$ cat src/rtl/demux15_stream.sv
// Streaming 1-to-5 demultiplexer with a small FIFO on every output lane.
// The lane select reuses the 3-bit code of the vector datapath's 5:1 operand muxes.
module demux15_stream #(
  parameter int ELEN  = 32,
  parameter int DEPTH = 2
) (
  input  logic                               clk,
  input  logic                               rst,
  input  logic                               i_valid,
  output logic                               i_ready,
  input  logic [2:0]                         i_sel,
  input  logic [ELEN-1:0]                    i_data,
  output logic [4:0]                         o_valid,
  input  logic [4:0]                         o_ready,
  output logic [ELEN-1:0]                    o_data0,
  output logic [ELEN-1:0]                    o_data1,
  output logic [ELEN-1:0]                    o_data2,
  output logic [ELEN-1:0]                    o_data3,
  output logic [ELEN-1:0]                    o_data4,
  output logic [5*($clog2(DEPTH)+1)-1:0]     o_count
);

  localparam int PW    = $clog2(DEPTH);
  localparam int CW    = PW + 1;
  localparam int LANES = 5;

  if (DEPTH < 2 || (DEPTH & (DEPTH - 1)) != 0) begin : g_bad_depth
    $error("demux15_stream: DEPTH must be a power of 2 and at least 2");
  end

  logic [2:0]       lane;
  logic [LANES-1:0] lane_onehot;
  logic [LANES-1:0] full;
  logic [LANES-1:0] empty;
  logic [LANES-1:0] push;
  logic [LANES-1:0] pop;
  logic [ELEN-1:0]  lane_data [LANES];

  // 01x and 10x/11x collapse onto one lane each, matching the operand mux code.
  always_comb begin
    // NOTE: every combinational output gets a default first, so no path can infer a latch.
    lane = 3'd0;
    if (i_sel[2]) begin
      lane = i_sel[1] ? 3'd4 : 3'd3;
    end else if (i_sel[1]) begin
      lane = 3'd2;
    end else begin
      lane = {2'b00, i_sel[0]};
    end
  end

  always_comb begin
    lane_onehot = '0;
    case (lane)
      3'd0:    lane_onehot = 5'b00001;
      3'd1:    lane_onehot = 5'b00010;
      3'd2:    lane_onehot = 5'b00100;
      3'd3:    lane_onehot = 5'b01000;
      default: lane_onehot = 5'b10000;
    endcase
  end

  // Only registered fullness feeds i_ready: a lane popping this cycle still refuses input.
  assign i_ready = |(lane_onehot & ~full);
  assign push    = lane_onehot & {LANES{i_valid & i_ready}};
  assign pop     = o_valid & o_ready;

  for (genvar n = 0; n < LANES; n++) begin : g_lane
    logic [ELEN-1:0] mem [DEPTH];
    logic [PW-1:0]   wptr;
    logic [PW-1:0]   rptr;
    logic [CW-1:0]   count;

    always_ff @(posedge clk) begin
      if (rst) begin
        // NOTE: state registers use non-blocking assignments so every flop samples pre-edge values.
        wptr  <= '0;
        rptr  <= '0;
        count <= '0;
      end else begin
        if (push[n]) wptr <= wptr + PW'(1);
        if (pop[n])  rptr <= rptr + PW'(1);
        case ({push[n], pop[n]})
          2'b10:   count <= count + CW'(1);
          2'b01:   count <= count - CW'(1);
          default: count <= count;
        endcase
      end
    end

    // NOTE: the storage array has no reset; validity is carried entirely by count.
    always_ff @(posedge clk) begin
      if (push[n]) mem[wptr] <= i_data;
    end

    assign full[n]              = (count == CW'(DEPTH));
    assign empty[n]             = (count == '0);
    assign o_valid[n]           = ~empty[n];
    assign lane_data[n]         = mem[rptr];
    assign o_count[n*CW +: CW]  = count;

    a_no_push_full: assert property (@(posedge clk) disable iff (rst) push[n] |-> !full[n]);
    a_no_pop_empty: assert property (@(posedge clk) disable iff (rst) pop[n] |-> !empty[n]);
  end

  a_sel_known: assert property (@(posedge clk) disable iff (rst) i_valid |-> !$isunknown(i_sel));

  assign o_data0 = lane_data[0];
  assign o_data1 = lane_data[1];
  assign o_data2 = lane_data[2];
  assign o_data3 = lane_data[3];
  assign o_data4 = lane_data[4];

endmodule
$ cat config.mk
export PLATFORM = sky130hd
export DESIGN_NAME = demux15_stream
export DESIGN_NICKNAME = d
export VERILOG_FILES = /design/src/rtl/demux15_stream.sv
export SDC_FILE = /design/constraint.sdc
export NUM_CORES = 1
export LEC_CHECK = 0
export CAP_MARGIN = 20
export CORE_UTILIZATION = 48
export DETAILED_ROUTE_END_ITERATION = 7
export PLACE_DENSITY = 0.76
export SLEW_MARGIN = 10
export SYNTH_ARGS = -nofsm -noshare
export SYNTH_HDL_FRONTEND = slang
export SYNTH_SLANG_ARGS = --single-unit
$ cat constraint.sdc
create_clock -name clk -period 3.4 [get_ports clk]
set_clock_uncertainty 0.05 [all_clocks]
set_input_delay 0.34 -clock clk [delete_from_list [all_inputs] [get_ports clk]]
set_output_delay 0.34 -clock clk [all_outputs]
set_load 0.03 [all_outputs]
==> reports/metrics.yaml <==
chipHeight_um: 165
setup_violations: 0
firstDrtPassIters: 5
stdcell_area_mm2: 0.0166
fmax_mhz: 343
synthTopCellsByArea: "edfxtp_1, mux2_2, dfxtp_1"
cts_setup_buffers: 0
grt_remaining_overflow: 0
path_class: "reg -> out"
pin_count: 219
ys_ff_latch: 345
switching_share_pct: 24.7
cts.sinks: 345
startpoint_type: "register"
postSynthCellCount: 648
pwr-share-clk_pct: 35.3
final_cell_mix: "edfxtp_1, clkdlybuf4s50_1, mux2_2, clkbuf_16"
grt_pass1_wl_mm: 39.3
reg2reg_depth: 8
grt_max_degree: 33
worst_slew_pin_slew_ns: 0.937
reg2reg_slack_ns: 0.91
cts-root-buf: "clkbuf_16"
path_clk_slew_ns: 0.06
numCtsBuffers: 34
pwr-share-comb_pct: 15.8
min_period_over_period_pct: 85.8
synth_top_cell_by_area: "edfxtp_1"
ant_nets: 0
min_path_cells: 2
power_density_mw_per_mm2: 604
internal_power_w: 0.00756
hold_path_end: "g_lane[4].wptr"
slew_headroom_pct: 37.5
fin_nets: 946
grt_pass1_vias: 6619
wire_per_inst_um: 21.3
initialDrtViolationCount: 442
ys_types: 26
syn2layout_area_growth_pct: 30.3
avgSynthCellArea_um2: 19.7
sequentialPowerShare_pct: 48.8
place_area_mm2: 0.0156
drc_errors: 0
cts_tree: "built"
status: "finished clean"
drive_gt1_share_pct: 27.1
cp_max_fo: 32
reg2reg_to: "g_lane[1].count[1]"
rsz0062_at_grt: "no"
place_congestion: 0.854
worstHoldStart: "g_lane[4].wptr"
synth_area_mm2: 0.0128
ys_warn_count: 0
arrival_ns: 2.53
hold_viol_final: 0
via_per_inst: 5.21
crit_path_end_kind: "primary output"
hpwl_mm: 16.7
switchingPower_w: 0.00248
syn_nets: 700
cts-resized-gates: 0
antenna_found_initial: 1
power_w: 0.0100
num_vias: 6532
yosys.area_share.simple_pct: 2.59
crit_required_ns: 3.01
antenna_cells: 0
row_count: 59
tns_ns: 0
grt.total_usage_pct: 19.9
synth-xor-area-share_pct: 1.03
start_util_pct: 49.0
clock_latency_ns: 0.50
cts_hold_buf: 0
dieWidth_um: 165
portBuffers: 218
cts_max_level: 2
synth.mux.area_fraction_pct: 14.6
p_leak_nw: 5.47
drv_cap: 0
seq_area_frac_synth_pct: 79.2
wl_mm: 26.7
min_period_ns: 2.92
slew_violations: 0
core_mm2: 0.0261
layout_commonest_cell: "edfxtp_1"
synth_top_family_by_area: "multiplexers"
irDropWorstVdd_mv: 0.302
hold_path.class: "reg -> reg"
synth_top_area_share_pct: 75.3
die_area_mm2: 0.0273
clockBufferDepth: 3
synth_compound_area_share_pct: 0.843
synth_fa_ha_area_share_pct: 0.882
rr_startpoint: "g_lane[4].count[0]"
## power by group through the flow
| stage | combinational, W | sequential [W] | clock, W |
|---|---|---|---|
| 2_1_floorplan | 0.000959 | 0.00492 | 0 |
| 3_3_place_gp | 0.00158 | 0.00499 | 0 |
| 3_5_place_dp | 0.00159 | 0.00500 | 0 |
| 4_1_cts | 0.00160 | 0.00491 | 0.00361 |
| 5_1_grt | 0.00166 | 0.00493 | 0.00379 |
| 6_report | 0.00159 | 0.00490 | 0.00355 |
## Yosys cell counts (all sizes together)
library cell / number
buf: 15
o21bai: 1
or2: 6
a222oi: 1
clkbuf: 8
nor4bb: 1
o22ai: 2
and2: 9
ha: 9
nand2: 7
nand2b: 2
nand3: 1
a211oi: 1
dfxtp: 25
o21ai: 7
edfxtp: 320
or3: 6
or2b: 1
nor2: 23
a21oi: 7
xor2: 5
inv: 8
nor2b: 8
mux2: 165
xnor2: 10
## layout make-up
| type | count | area, um2 |
|---|---|---|
| Sequential cell | 345 | 10100 |
| Fill cell | 1809 | 9420 |
| Multi-Input combinational cell | 272 | 2580 |
| Timing Repair Buffer | 233 | 2420 |
| Clock buffer | 45 | 966 |
| Tap cell | 335 | 419 |
| Clock inverter | 16 | 105 |
| Inverter | 8 | 30.0 |
## cells by family (layout without fill, tap and decap cells)
| logic type | after synthesis | in the layout |
|---|---|---|
| DFF | 345 | 345 |
| muxes | 165 | 165 |
| and+or+nand+nor | 64 | 64 |
| buffers and inverters | 31 | 302 |
| AOI/OAI and AO/OA | 19 | 19 |
| xor gates and xnor gates | 15 | 15 |
| adders and majority gates | 9 | 9 |
## per-layer routing
layer / track usage [%] / vias up / share of wire [%]
met2: 33.1 / 189 / 49
met5: 0 / - / 0
met3: 5.49 / 33 / 6.7
met1: 26.0 / 3329 / 43
met4: 4.75 / 0 / 1.5
li1: - / 2981 / -
## state kept, by name, summed over array words and instances (netlist names), named ones only
name          count
g_lane.rptr       5
g_lane.count     10
g_lane.wptr       5
g_lane.mem      320
## worst max path at each step
stage | start | end | slack, ns
final | register | o_data0[31] | 0.48
after global routing | register | o_data0[31] | 0.38
after CTS | register | o_data0[31] | 0.46
after detailed placement | i_sel[1] | g_lane[0].count[1] | 0.25
after global placement | i_sel[1] | g_lane[3].count[1] | 0.38
after floorplan | i_sel[1] | g_lane[2].mem[0][0] | 0.11
## worst max-delay path, cell delays in order, from the launching register on
cell	delay (ns)
dfxtp_2	0.94
mux2_2	0.43
clkdlybuf4s50_1	0.66
## metrics by stage
step | setup slack, ns | cells | utilization (%) | hold WS [ns]
floorplan | 0.112 | 648 | - | 0.389
global placement | 0.381 | 1193 | 59.7 | 0.429
detailed placement | 0.253 | 1193 | 59.7 | 0.435
CTS | 0.455 | 1254 | 63.8 | 0.449
global route | 0.383 | 1254 | 63.8 | 0.502
finish | 0.484 | 1254 | 63.8 | 0.453
(Power assumes the default switching activity.)
